===== config.mk =====
export PLATFORM = sky130hd
export DESIGN_NAME = packet_assembler
export DESIGN_NICKNAME = d
export VERILOG_FILES = /design/src/rtl/packet_assembler.sv
export SDC_FILE = /design/constraint.sdc
export NUM_CORES = 1
export LEC_CHECK = 0
export ABC_AREA = 1
export BUFFER_PORTS_ARGS = -buffer_cell sky130_fd_sc_hd__buf_2
export CAP_MARGIN = 20
export CORE_ASPECT_RATIO = 1.25
export CORE_MARGIN = 2
export CORE_UTILIZATION = 30
export CTS_BUF_LIST = sky130_fd_sc_hd__clkbuf_16
export DETAILED_ROUTE_END_ITERATION = 10
export MAX_ROUTING_LAYER = met4
export RECOVER_POWER = 25
export REMOVE_ABC_BUFFERS = 1
export SETUP_SLACK_MARGIN = 0.3
export SLEW_MARGIN = 20
export SYNTH_ARGS = -nofsm -noshare
export SYNTH_HDL_FRONTEND = slang
export SYNTH_SLANG_ARGS = --single-unit

===== constraint.sdc =====
create_clock -name clk -period 1.7 [get_ports clk]
set_input_delay 0.34 -clock clk [delete_from_list [all_inputs] [get_ports clk]]
set_output_delay 0.34 -clock clk [all_outputs]
set_load 0.005 [all_outputs]

===== src/rtl/packet_assembler.sv =====
// Packs a validated byte stream into 48-bit {app,size,packet,data} words, MSB byte first.
// Optional packet-order checking is compiled in with `define ASM_SEQ_CHECK_EN.
module packet_assembler #(
  parameter int TIMEOUT_CYC = 1024,
  parameter int CNT_W       = 16
) (
  input  logic             clk,
  input  logic             rstn,
  input  logic [7:0]       in_data,
  input  logic             in_valid,
  output logic             in_ready,
  output logic [47:0]      dataout,
  output logic             word_valid,
  output logic             hdr_err,
  output logic             to_err,
  output logic             seq_err,
  output logic [CNT_W-1:0] word_cnt
);

  localparam int TMR_W = $clog2(TIMEOUT_CYC) + 1;
  localparam logic [TMR_W-1:0] TMR_LAST = TMR_W'(TIMEOUT_CYC - 1);

  typedef enum logic [1:0] {IDLE, COLLECT, EMIT} state_t;

  state_t             state, state_next;
  logic [39:0]        shift_reg, shift_next;
  logic [2:0]         byte_cnt, byte_cnt_next;
  logic [TMR_W-1:0]   timer, timer_next;
  logic [47:0]        dataout_next;
  logic               word_valid_next, hdr_err_next, to_err_next, seq_err_next;
  logic               in_ready_next;
  logic [CNT_W-1:0]   word_cnt_next;

  logic               accept;
  logic [1:0]         hdr_app;
  logic [2:0]         hdr_size, hdr_pkt;
  logic               hdr_legal;
  logic               seq_drop, seq_restart;

  assign accept   = in_valid & in_ready;
  assign hdr_app  = in_data[7:6];
  assign hdr_size = in_data[5:3];
  assign hdr_pkt  = in_data[2:0];

  assign hdr_legal = ((hdr_app == 2'b01) || (hdr_app == 2'b10)) &&
                     (((hdr_size == 3'b001) && (hdr_pkt == 3'b000)) ||
                      (((hdr_size == 3'b010) || (hdr_size == 3'b011)) &&
                       ((hdr_pkt == 3'b001) || (hdr_pkt == 3'b010))));

`ifdef ASM_SEQ_CHECK_EN
  logic       pending;
  logic [1:0] pend_app;
  logic [2:0] pend_size;
  logic       emit_now;

  assign emit_now    = (state == COLLECT) && accept && (byte_cnt == 3'd5);
  assign seq_drop    = (hdr_pkt == 3'b010) &&
                       (!pending || (pend_app != hdr_app) || (pend_size != hdr_size));
  assign seq_restart = (hdr_pkt != 3'b010) && pending;

  // The first word of a two-part packet arms the tracker; shift_reg[39:32] is its header.
  always_ff @(posedge clk or negedge rstn) begin
    if (!rstn) begin
      pending   <= 1'b0;
      pend_app  <= 2'b00;
      pend_size <= 3'b000;
    end else if (emit_now && (shift_reg[34:32] == 3'b001)) begin
      pending   <= 1'b1;
      pend_app  <= shift_reg[39:38];
      pend_size <= shift_reg[37:35];
    end else if (emit_now && (shift_reg[34:32] == 3'b010)) begin
      pending <= 1'b0;
    end else if ((state == IDLE) && accept && hdr_legal && seq_restart) begin
      pending <= 1'b0;
    end
  end
`else
  assign seq_drop    = 1'b0;
  assign seq_restart = 1'b0;
`endif

  always_comb begin
    state_next      = state;
    shift_next      = shift_reg;
    byte_cnt_next   = byte_cnt;
    timer_next      = timer;
    dataout_next    = '0;
    word_valid_next = 1'b0;
    hdr_err_next    = 1'b0;
    to_err_next     = 1'b0;
    seq_err_next    = 1'b0;
    word_cnt_next   = word_cnt;
    case (state)
      IDLE: begin
        if (accept) begin
          if (!hdr_legal) begin
            hdr_err_next = 1'b1;
          end else if (seq_drop) begin
            seq_err_next = 1'b1;
          end else begin
            seq_err_next  = seq_restart;
            shift_next    = {32'd0, in_data};
            byte_cnt_next = 3'd1;
            timer_next    = '0;
            state_next    = COLLECT;
          end
        end
      end
      COLLECT: begin
        if (accept) begin
          timer_next = '0;
          if (byte_cnt == 3'd5) begin
            dataout_next    = {shift_reg, in_data};
            word_valid_next = 1'b1;
            word_cnt_next   = word_cnt + CNT_W'(1);
            byte_cnt_next   = 3'd0;
            state_next      = EMIT;
          end else begin
            shift_next    = {shift_reg[31:0], in_data};
            byte_cnt_next = byte_cnt + 3'd1;
          end
        end else if (timer == TMR_LAST) begin
          // Stalled partial word is abandoned; a byte on this same cycle would have won.
          to_err_next   = 1'b1;
          timer_next    = '0;
          byte_cnt_next = 3'd0;
          shift_next    = '0;
          state_next    = IDLE;
        end else begin
          timer_next = timer + TMR_W'(1);
        end
      end
      EMIT: begin
        state_next = IDLE;
      end
      default: begin
        state_next = IDLE;
      end
    endcase
    in_ready_next = (state_next != EMIT);
  end

  always_ff @(posedge clk or negedge rstn) begin
    if (!rstn) begin
      state      <= IDLE;
      shift_reg  <= '0;
      byte_cnt   <= 3'd0;
      timer      <= '0;
      dataout    <= '0;
      word_valid <= 1'b0;
      hdr_err    <= 1'b0;
      to_err     <= 1'b0;
      seq_err    <= 1'b0;
      word_cnt   <= '0;
      in_ready   <= 1'b0;
    end else begin
      state      <= state_next;
      shift_reg  <= shift_next;
      byte_cnt   <= byte_cnt_next;
      timer      <= timer_next;
      dataout    <= dataout_next;
      word_valid <= word_valid_next;
      hdr_err    <= hdr_err_next;
      to_err     <= to_err_next;
      seq_err    <= seq_err_next;
      word_cnt   <= word_cnt_next;
      in_ready   <= in_ready_next;
    end
  end

endmodule


## Word level (Yosys, flattened, before mapping)

Index checks and enable logic that the tools add are counted.

| storage, ports and cells | value |
|---|---|
| register bits after elaboration | 124 |
| input bits | 11 |
| output and inout port bits | 69 |
| word-level logic and storage cells | 78 |

| cells by class | value |
|---|---|
| add/sub/neg operators | 3 |
| equal/unequal tests | 15 |
| mux-type cells | 35 |
| bitwise gates (word level) | 1 |
| reductions and logical operators | 14 |

Operator list:

| kind | count |
|---|---|
| 40-bit 2-to-1 mux | 5 |
| 48-bit 2-to-1 mux | 3 |
| 40-bit case mux with 2 select lines | 1 |
| 11-bit 2-to-1 mux | 4 |
| 11-bit case mux with 2 select lines | 1 |
| 16-bit by 1-bit adder with 16-bit output (second input constant) | 1 |
| 3-bit 2-to-1 mux | 5 |
| 11-bit by 1-bit adder with 11-bit output (second input constant) | 1 |
| 11-bit by 10-bit equality test with 1-bit output (second input constant) | 1 |
| 2-bit 2-to-1 mux | 5 |
| 3-bit by 2-bit equality test with 1-bit output (second input constant) | 3 |
| 1-bit 2-to-1 mux | 9 |
| 3-bit by 1-bit equality test with 1-bit output (second input constant) | 2 |
| 2-bit != test (second input constant) | 3 |
| 3-bit != test (second input constant) | 2 |
| 3-bit case mux with 2 select lines | 1 |
| 3-bit AND reduction | 2 |
| 5-bit AND reduction | 1 |
| 2-bit by 1-bit equality test with 1-bit output (second input constant) | 2 |
| 1-bit logical OR | 4 |
| 2-bit case mux with 2 select lines | 1 |
| 4-bit AND reduction | 1 |
| 3-bit by 1-bit adder with 3-bit output (second input constant) | 1 |
| 3-bit equality test (second input constant) | 1 |
| 6 further kinds | 8 |

## Depth between registers and ports, before layout

| logic depth | value |
|---|---|
| depth in word-level cells | 9 |
| gate-level depth with buffers | 11 |
| depth with buffers taken out | 10 |

## Worst setup path after synthesis

No wires, ideal clock.

| path | value |
|---|---|
| kind | register to register |
| start point | reg timer[0] |
| end point | reg shift_reg[0] |
| setup time | 117 ps |
| arrival | 1416 ps |
| required time | 1583 ps |
| slack | 167 ps |
| cell stages (with the launch flop) | 10 |
| buffers on the path | 1 |
| period minus slack after synthesis | 1533 ps |
| path through | dfrtp_1 > ha_1 > nand3_2 > nor2_4 > nand3_2 > nand3_4 > nand3_4 > buf_6 > nand2_2 > nand2_1 |

| on the way | value |
|---|---|
| longest elaborated chain between the ends | 3 |

RTL lines:

| what | RTL line | text |
|---|---|---|
| start: declaration | 28 | `logic [TMR_W-1:0] timer, timer_next;` |
| start signal: assignment | 160 | `timer <= timer_next;` |
| 11-bit by 10-bit equality test with 1-bit output | 122 | `end else if (timer == TMR_LAST) begin` |
| 3-bit != test (no source line) | - |  |
| 5-bit AND reduction (no source line) | - |  |
| end signal: assignment | 158 | `shift_reg <= shift_next;` |
| end: declaration | 26 | `logic [39:0] shift_reg, shift_next;` |

Every way passes these cells.
A chain may end at the register's enable or synchronous reset.

## Worst setup path after layout

| path | value |
|---|---|
| start point | reg timer[0] |
| end point | reg shift_reg[36] |

The elaborated chain is that of the path after synthesis.

==> metrics.cfg <==
[critical_path]
critPathCaptureType = flip-flop
critPathSlowestCell = dfrtp_1
crit_fanout = 21
max_stage_delay_ns = 0.40
cp.arrival_ns = 1.80
cp_num_buf_inv = 1
critPathLaunchType = flip-flop
crit_type = reg -> reg
cpMostUsedCell = nand3_4
crit_family = simple AND/OR/NAND/NOR gates
worst_ep_required_time_ns = 1.99
crit_chain = ha_4 > nand3_4 > nor2_4 > nand3_2 > nand3_4 > nand3_4 > buf_12 > nand2_1 > nand2_1

[synthesis]
synthTopCellsByArea = dfrtp_1, nand2_1, nor2_1
syn_area_sq_mm = 0.00515
synth.distinct_cells = 34
synth_top_area_share_pct = 60.2
synth_top_area_cell = dfrtp_1
ys_seq_area_share_pct = 60.2
syn_inst = 552
yosysWarnings = 0
synth_seq_cells = 124
avgSynthCellArea_sq_um = 9.34

[power_and_ir_drop]
power_w = 0.00950
peakVddDrop_uv = 757
p_switching_w = 0.00280
power.density_mw_per_mm2 = 1350
p_leak_nw = 3.62
seqPwrFrac_pct = 40.1
p_comb_share_pct = 20.1
power.switching_fraction_pct = 29.5
p_int_w = 0.00670
pwr-share-clk_pct = 39.8

[route]
drt-initial-drc-count = 215
antenna_left = 0
drt_first_pass_iters = 4
post-route-drc-count = 0
dr_total_vias = 3813
drt-total-wl_mm = 11.1
viasPerCell = 4.19
wl_per_cell_um = 12.2

[place]
placed_cell_area_sq_mm = 0.00595
gp_congestion = 0.782
port_buffers = 78
dp_slack_ns = 0.0673
dpl.hpwl_mm = 7.25

[floorplanning]
start_util_pct = 30.6
core_sq_mm = 0.0168
die_area_sq_mm = 0.0183
die_h_um = 151
num_rows = 53
die-width_um = 121
io_pins = 80

[cells_and_area]
layout_common_cells = nand2_1, dfrtp_1, buf_2
diodes = 0
largest_reg_flops = 48
stdcell_area_sq_mm = 0.00703
layout_commonest_cell = nand2_1
final_layout_size_suffix_gt1_share_pct = 31.6
nNetsFinal = 689
fill_cells = 1666
area_growth_pct = 36.4

[timing]
setup_slack_ns = 0.194
finalClockSkew_ns = 0.00714
holdWs_ns = 0.216
hold_viol = 0
rsz0062_at_grt = true
max_freq_mhz = 664
slew_viol_final = 0
slew_headroom_pct = 44.6
fin_crit_sh_pct = 88.6
min_period_ns = 1.51
tns_ns = 0
setup_viol = 0
worst_pin_slew_ns = 0.831

[cts]
cts_made_buffers = 17
cts-root-buf = clkbuf_16
cts.htree.levels = 4
cts_tree = yes
cts_sinks = 124
cts_buffer_depth = 2
clk_pin_slew_ns = 0.06
clk_latency_ns = 0.41

[global_route]
grt_usage_pct = 13.0
grt_pass1_vias = 3594
grt_first_pass_wirelength_mm = 17.9
globalRoute.totalOverflow = 0
grt_max_degree = 35
antenna_found_initial = 0

[flow_run]
maxCapViolCount = 0

[status]
status = finished, final reports clean

[min_path]
hold_path.class = in -> reg

[tightest hold or removal path: stages]
cell and delay, ns:
buf_2 0.09, inv_1 0.06, nor2_1 0.09
[synth_stat cells (all sizes together)]
| master | n |
|---|---|
| nand3 | 19 |
| dfrtp | 124 |
| a21oi | 3 |
| xnor2 | 6 |
| nor3 | 9 |
| xor2 | 13 |
| ha | 2 |
| o22ai | 4 |
| nor4 | 1 |
| inv | 73 |
| nor2 | 79 |
| nand2 | 172 |
| buf | 17 |
| o31ai | 1 |
| conb | 1 |
| o21ai | 11 |
| nor3b | 1 |
| o211ai | 1 |
| nand4 | 13 |
| a21boi | 1 |
| nand3b | 1 |
[power by group through the flow]
| stage | Sequential, W | Combinational, W | Clock (W) |
|---|---|---|---|
| 3_3_place_gp | 0.00383 | 0.00159 | 0 |
| 5_1_grt | 0.00387 | 0.00217 | 0.00400 |
| 4_1_cts | 0.00379 | 0.00175 | 0.00386 |
| 3_5_place_dp | 0.00383 | 0.00162 | 0 |
| 2_1_floorplan | 0.00377 | 0.000999 | 0 |
| 6_report | 0.00381 | 0.00191 | 0.00378 |
[final timing paths]
path | start | endpoint | slack, ns | depth (start not counted)
max | timer[0] | shift_reg[36] | 0.19 | 9
min | in_data[2] | dataout[2] | 0.22 | 3
max reg2reg | timer[0] | shift_reg[36] | 0.19 | 9
min reg2reg | shift_reg[38] | shift_reg[38] | 0.47 | 2
max in group asynchronous | rstn | shift_reg[13] | 0.35 | 3
min in group asynchronous | rstn | shift_reg[25] | 0.57 | 2
[metrics by stage]
step | std cells | utilization (%)
after global placement | 855 | 35.3
final | 909 | 41.7
after floorplan | 535 | -
after global routing | 909 | 41.7
after CTS | 901 | 40.0
after detailed placement | 855 | 35.3
[final cells by class]
type / instances / area [sq um] / share of cell area [%]
Clock buffer: 17 / 425 / 6.05
Tap cell: 220 / 275 / 3.91
Multi-Input combinational cell: 338 / 1880 / 26.7
Timing Repair Buffer: 122 / 867 / 12.3
Sequential cell: 124 / 3110 / 44.2
Clock inverter: 15 / 196 / 2.79
Inverter: 73 / 279 / 3.97
[routing by layer]
layer / wire [um] / global-route usage (%) / vias to the layer above / share of wire (%)
li1: - / - / 1935 / -
met2: 5510 / 20.6 / 69 / 50
met4: 140 / 4.66 / 0 / 1.3
met1: 5050 / 16.2 / 1796 / 46
met5: 0 / - / - / 0
met3: 358 / 3.07 / 13 / 3.2
[cell families after synthesis]
kind of cell / synth area share, %
other cells: 0.0728
xor+xnor: 3.23
fa+ha+maj: 0.485
flops: 60.2
buf+inv: 7.57
simple gates: 26.1
compound gates: 2.28
[what timing repair did]
item,in CTS,in global routing
hold buffers,1,0
setup endpoints to repair,62,70
setup buffers,13,8
pin swaps,2,14
gates resized for setup,15,52
hold endpoints to repair,26,0
Note: power is estimated with default switching activity, not from simulation.
